### src/rtl/alu_pkg.sv
// Shared ALU definitions: operation codes, default datapath width and the
// EX/MEM sideband payload. Imported by ALU control and the execute stage.
package alu_pkg;

  localparam int unsigned ALU_XLEN_DEFAULT = 32;
  localparam int unsigned ALU_CODE_W       = 4;
  localparam int unsigned REG_IDX_W        = 5;

  // Base operations
  localparam logic [ALU_CODE_W-1:0] ALU_AND = 4'b0000;
  localparam logic [ALU_CODE_W-1:0] ALU_OR  = 4'b0001;
  localparam logic [ALU_CODE_W-1:0] ALU_ADD = 4'b0010;
  localparam logic [ALU_CODE_W-1:0] ALU_SUB = 4'b0011;

  // Extended operations, only decoded when ALU_EXT_OPS_EN is defined
  localparam logic [ALU_CODE_W-1:0] ALU_XOR = 4'b0100;
  localparam logic [ALU_CODE_W-1:0] ALU_SLT = 4'b0101;
  localparam logic [ALU_CODE_W-1:0] ALU_SLL = 4'b0110;
  localparam logic [ALU_CODE_W-1:0] ALU_SRL = 4'b0111;

  // Fixed-width part of an EX/MEM entry (result and store data travel beside it)
  typedef struct packed {
    logic [REG_IDX_W-1:0] rd;
    logic                 reg_write;
    logic                 mem_read;
    logic                 mem_write;
    logic                 zero;
    logic                 branch_taken;
    logic                 bad_code;
  } ex_meta_t;

endpackage

### src/rtl/alu_core.sv
// Combinational ALU. Defining ALU_EXT_OPS_EN adds XOR/SLT/SLL/SRL; otherwise
// those codes decode as undefined (result 0, bad_code 1).
module alu_core
  import alu_pkg::*;
#(
  parameter int unsigned XLEN = ALU_XLEN_DEFAULT
) (
  input  logic [ALU_CODE_W-1:0] alu_code,
  input  logic [XLEN-1:0]       op_a,
  input  logic [XLEN-1:0]       op_b,
  output logic [XLEN-1:0]       result,
  output logic                  zero,
  output logic                  bad_code
);

  always_comb begin
    result   = '0;
    bad_code = 1'b0;
    case (alu_code)
      ALU_AND: result = op_a & op_b;
      ALU_OR:  result = op_a | op_b;
      ALU_ADD: result = op_a + op_b;
      ALU_SUB: result = op_a - op_b;
`ifdef ALU_EXT_OPS_EN
      ALU_XOR: result = op_a ^ op_b;
      ALU_SLT: result = XLEN'($signed(op_a) < $signed(op_b));
      ALU_SLL: result = op_a << op_b[4:0];
      ALU_SRL: result = op_a >> op_b[4:0];
`endif
      default: bad_code = 1'b1;
    endcase
  end

  assign zero = (result == '0);

endmodule

### src/rtl/ex_alu_stage.sv
// Execute stage: ALU plus registered EX/MEM output with a two-entry skid buffer
// so in_ready never depends combinationally on out_ready. ALU_EXT_OPS_EN (see alu_core).
module ex_alu_stage
  import alu_pkg::*;
#(
  parameter int unsigned XLEN = ALU_XLEN_DEFAULT
) (
  input  logic                  clk,
  input  logic                  rst,
  input  logic                  flush,
  input  logic                  in_valid,
  output logic                  in_ready,
  input  logic [ALU_CODE_W-1:0] alu_code,
  input  logic [XLEN-1:0]       op_a,
  input  logic [XLEN-1:0]       op_b,
  input  logic [XLEN-1:0]       store_data,
  input  logic [REG_IDX_W-1:0]  rd,
  input  logic                  reg_write,
  input  logic                  mem_read,
  input  logic                  mem_write,
  input  logic                  branch,
  output logic                  out_valid,
  input  logic                  out_ready,
  output logic [XLEN-1:0]       out_result,
  output logic                  out_zero,
  output logic                  out_branch_taken,
  output logic                  out_bad_code,
  output logic [XLEN-1:0]       out_store_data,
  output logic [REG_IDX_W-1:0]  out_rd,
  output logic                  out_reg_write,
  output logic                  out_mem_read,
  output logic                  out_mem_write
);

  logic [XLEN-1:0] alu_result;
  logic            alu_zero;
  logic            alu_bad;

  alu_core #(.XLEN(XLEN)) u_alu (
    .alu_code (alu_code),
    .op_a     (op_a),
    .op_b     (op_b),
    .result   (alu_result),
    .zero     (alu_zero),
    .bad_code (alu_bad)
  );

  ex_meta_t in_meta;

  always_comb begin
    in_meta              = '0;
    in_meta.rd           = rd;
    in_meta.reg_write    = reg_write;
    in_meta.mem_read     = mem_read;
    in_meta.mem_write    = mem_write;
    in_meta.zero         = alu_zero;
    in_meta.branch_taken = branch & alu_zero;
    in_meta.bad_code     = alu_bad;
  end

  logic            main_valid;
  logic [XLEN-1:0] main_result;
  logic [XLEN-1:0] main_store;
  ex_meta_t        main_meta;
  logic            skid_valid;
  logic [XLEN-1:0] skid_result;
  logic [XLEN-1:0] skid_store;
  ex_meta_t        skid_meta;
  logic            ready_q;

  logic accept_c;
  logic load_main_c;
  logic skid_valid_nxt_c;

  assign accept_c    = in_valid & ready_q;
  assign load_main_c = ~main_valid | out_ready;

  // Skid stays full only if it drains into main while a new input arrives,
  // or if main is blocked and an input lands in it.
  assign skid_valid_nxt_c = load_main_c ? (skid_valid & accept_c)
                                        : (skid_valid | accept_c);

  always_ff @(posedge clk) begin
    if (rst) begin
      main_valid  <= 1'b0;
      main_result <= '0;
      main_store  <= '0;
      main_meta   <= '0;
      skid_valid  <= 1'b0;
      skid_result <= '0;
      skid_store  <= '0;
      skid_meta   <= '0;
      ready_q     <= 1'b1;
    end else if (flush) begin
      main_valid <= 1'b0;
      skid_valid <= 1'b0;
      ready_q    <= 1'b1;
    end else begin
      skid_valid <= skid_valid_nxt_c;
      ready_q    <= ~skid_valid_nxt_c;
      if (load_main_c) begin
        main_valid <= skid_valid | accept_c;
        if (skid_valid) begin
          main_result <= skid_result;
          main_store  <= skid_store;
          main_meta   <= skid_meta;
        end else if (accept_c) begin
          main_result <= alu_result;
          main_store  <= store_data;
          main_meta   <= in_meta;
        end
      end
      if (accept_c && (skid_valid || !load_main_c)) begin
        skid_result <= alu_result;
        skid_store  <= store_data;
        skid_meta   <= in_meta;
      end
    end
  end

  assign in_ready         = ready_q;
  assign out_valid        = main_valid;
  assign out_result       = main_result;
  assign out_store_data   = main_store;
  assign out_zero         = main_meta.zero;
  assign out_branch_taken = main_meta.branch_taken;
  assign out_bad_code     = main_meta.bad_code;
  assign out_rd           = main_meta.rd;
  assign out_reg_write    = main_meta.reg_write;
  assign out_mem_read     = main_meta.mem_read;
  assign out_mem_write    = main_meta.mem_write;

endmodule

### config.mk
export PLATFORM = sky130hd
export DESIGN_NAME = ex_alu_stage
export DESIGN_NICKNAME = d
export VERILOG_FILES = /design/src/rtl/alu_pkg.sv /design/src/rtl/alu_core.sv /design/src/rtl/ex_alu_stage.sv
export SDC_FILE = /design/constraint.sdc
export NUM_CORES = 1
export LEC_CHECK = 0
export CORE_MARGIN = 2
export CORE_UTILIZATION = 57
export CTS_BUF_LIST = sky130_fd_sc_hd__clkbuf_16
export DETAILED_ROUTE_END_ITERATION = 16
export HOLD_SLACK_MARGIN = 0.02
export PLACE_DENSITY = 0.86
export SETUP_SLACK_MARGIN = 0.15
export SYNTH_ARGS = -nofsm -noshare
export SYNTH_HDL_FRONTEND = slang
export SYNTH_SLANG_ARGS = --single-unit
### constraint.sdc
create_clock -name clk -period 21.2 [get_ports clk]
set_clock_uncertainty 0.15 [all_clocks]
set_input_delay 4.24 -clock clk [delete_from_list [all_inputs] [get_ports clk]]
set_output_delay 4.24 -clock clk [all_outputs]
set_load 0.01 [all_outputs]
==> results.py <==
metrics = {
    "logic_synthesis": {
        "synth-seq-cells": 153,
        "netlist_area_sq_um": 9500,
        "synthesis.instances": 1252,
        "seq_area_frac_synth": 0.323,
        "postSynth.asyncResetShare": 0,
        "synth.lib_cells_used.distinct": 65,
        "postSynthNetCount": 1401,
        "yosys_warnings": 0,
        "syn-mean-instance-area_sq_um": 7.58,
        "dominantRegCellSynth": "dfxtp_1",
        "number_of_enable_flip_flop_cells_after_synthesis": 0,
    },
    "job": {
        "maxCapViolCount": 0,
    },
    "cells_and_area": {
        "mostFrequentLayoutCells": "clkdlybuf4s50_1 (189), nand2_1 (184), dfxtp_1 (152)",
        "layout.cells.most_common": "clkdlybuf4s50_1",
        "nNetsFinal": 1531,
        "diodes": 0,
        "layout.filler_cells": 1274,
        "drive_gt1_frac": 0.0459,
        "syn2layout_area_growth_pct": 26.3,
    },
    "global_routing": {
        "globalRoute.totalOverflow": 0,
        "grt_max_degree": 94,
        "grt_antenna_before_repair": 0,
        "track_usage": 0.326,
        "vias_in_the_first_global_route": 9276,
        "grt_pass1_wl_mm": 47.0,
    },
    "timing": {
        "fin_setup_tns_ns": 0,
        "timing.final.ws_setup_ns": 11.23,
        "tightest_slew_ns": 1.06,
        "maxSlewViolCount": 0,
        "timing.final.crit_period_ns": 9.97,
        "slew-limit-headroom": 0.284,
        "timing.final.setup_violations": 0,
        "grt_setup_unrepaired": "no",
        "final-hold-violation-count": 0,
        "maxClockFrequency_mhz": 100,
        "period_utilisation_layout": 0.470,
    },
    "clock_network": {
        "cts_setup_buffers": 0,
        "cts_repair_resize_count": 0,
        "tritoncts_num_sinks": 153,
        "ctsHoldBuffers": 0,
        "cts_htree_levels": 4,
        "ctsLongestPathBuffers": 2,
        "tritoncts_clock_tree": "built",
        "clk_lat_worst_skew_ns": 0.42,
        "ctsRootBufferMaster": "clkbuf_16",
        "cts_inserted_buffers": 17,
        "cts.reportedPaths.clkPinSlew_ns": 0.06,
    },
    "floorplan": {
        "die_x_um": 133,
        "num_io_pins": 191,
        "die_y_um": 133,
        "start_util": 0.579,
        "core.rowCount": 47,
        "core-area_sq_um": 16400,
        "die_outline_area_sq_um": 17700,
    },
    "detailed_routing": {
        "firstDrtPassIters": 6,
        "wl_per_cell_um": 18.2,
        "via_count": 9825,
        "first_iter_violations": 822,
        "drc_errors": 0,
        "final_antenna_net_count": 0,
        "drt-vias-per-instance": 6.08,
        "routed_wirelength_mm": 29.4,
    },
    "placement": {
        "routabilityCongestion": 0.951,
        "hpwlAfterDp_mm": 21.2,
        "dp_worst_setup_slack_ns": 10.92,
        "place.port_buffers": 190,
    },
    "critical_path": {
        "critPathCaptureType": "flop",
        "critPathLaunchType": "input pin",
        "path_max_fanout": 9,
        "timing.critical_path.arrival_ns": 10.15,
        "cp_class": "in2reg",
        "timing.critical_path.required_ns": 21.38,
    },
    "pwr": {
        "power.density_nw_per_um2": 65.5,
        "vdd.ir_drop.worst_uv": 42.4,
        "leakage_nw": 4.14,
    },
    "run_status": {
        "outcome": "finished, final reports clean",
    },
    "hold_path": {
        "timing.hold.worst.class": "reg2reg",
    },
}
-- report_power, final --
| group | internal, mW | switching (mW) |
|---|---|---|
| combinational | 0.0839 | 0.109 |
| clock | 0.164 | 0.126 |
| sequential | 0.297 | 0.00564 |
-- cell usage after synthesis (16+ instances only) --
| library cell | n | area share |
|---|---|---|
| a211oi_1 | 75 | 0.059 |
| nor2_1 | 150 | 0.059 |
| clkbuf_1 | 78 | 0.031 |
| dfxtp_1 | 153 | 0.32 |
| nand2_1 | 184 | 0.073 |
| xor2_1 | 16 | 0.015 |
| a21oi_1 | 139 | 0.073 |
| mux2i_1 | 57 | 0.060 |
| ha_1 | 34 | 0.045 |
| o21ai_0 | 64 | 0.034 |
| nand3_1 | 18 | 0.0095 |
| xnor2_1 | 29 | 0.027 |
| maj3_1 | 21 | 0.022 |
| nor3_1 | 35 | 0.018 |
-- metrics by stage --
step | power (mW) | hold WS, ns | instance area (sq um) | cells | utilization
finish | 0.786 | 0.306 | 12000 | 1615 | 0.731
global route | 0.819 | 0.324 | 12000 | 1615 | 0.731
CTS | 0.784 | 0.305 | 12000 | 1615 | 0.731
detailed placement | 0.498 | 0.296 | 11400 | 1583 | 0.696
global placement | 0.497 | 0.291 | 11400 | 1583 | 0.696
floorplan | 0.420 | 0.286 | 9500 | 1252 | -
-- state kept, by name (all words and copies together) (netlist names) --
signal	cells
in_ready	1
out_bad_code	1
out_branch_taken	1
out_mem_read	1
out_mem_write	1
out_rd	5
out_reg_write	1
out_result	32
out_store_data	32
out_valid	1
out_zero	1
skid_meta	11
skid_result	32
skid_store	32
skid_valid	1
-- worst max-delay path: stages --
cell             delay (ns)
clkdlybuf4s50_1        0.48
or3_4                  0.42
or3_2                  0.43
nor3_1                 0.26
nor3b_1                0.51
nand2b_1               0.13
o21ai_0                0.21
xor2_1                 0.10
ha_1                   0.46
nand4_1                0.24
or2_2                  0.38
o2111ai_1              0.11
o211ai_1               0.12
a211oi_1               0.32
or4b_1                 0.46
nor4_1                 0.17
nand4_1                0.12
or3_4                  0.44
or4_1                  0.40
a31oi_1                0.14
-- routing by layer --
| layer | track usage | part of all wire | vias to the layer above |
|---|---|---|---|
| li1 | - | - | 4767 |
| met1 | 0.431 | 0.45 | 4600 |
| met2 | 0.541 | 0.46 | 406 |
| met3 | 0.0467 | 0.062 | 52 |
| met4 | 0.120 | 0.030 | 0 |
| met5 | 0 | 0 | - |
-- area by class of cell --
type,instances,area [sq um],area share
multi-input combinational,996,6050,0.504
sequential,153,3070,0.256
timing repair buffer,202,1990,0.166
clock buffer,17,425,0.0355
tap,220,275,0.0230
clock inverter,15,141,0.0118
inverter,12,45.0,0.00376
-- kinds of logic after synthesis --
| family | count (synthesis) | synth area share |
|---|---|---|
| and+or+nand+nor | 467 | 0.219 |
| AOI/OAI and AO/OA | 371 | 0.246 |
| DFF | 153 | 0.323 |
| buffers and inverters | 103 | 0.0419 |
| muxes | 57 | 0.0601 |
| adders and majority gates | 56 | 0.0690 |
| xor gates and xnor gates | 45 | 0.0415 |
-- final timing paths --
check             slack (ns)           start  cells past startpoint          endpoint
setup reg to reg       18.52      skid_valid                      5   skid_result[19]
hold / removal          0.31  skid_store[16]                      2    skid_store[16]
hold reg to reg         0.31  skid_store[16]                      2    skid_store[16]
setup / recovery       11.23         op_b[7]                     20  out_branch_taken
Note: power is estimated with default switching activity, not from simulation.
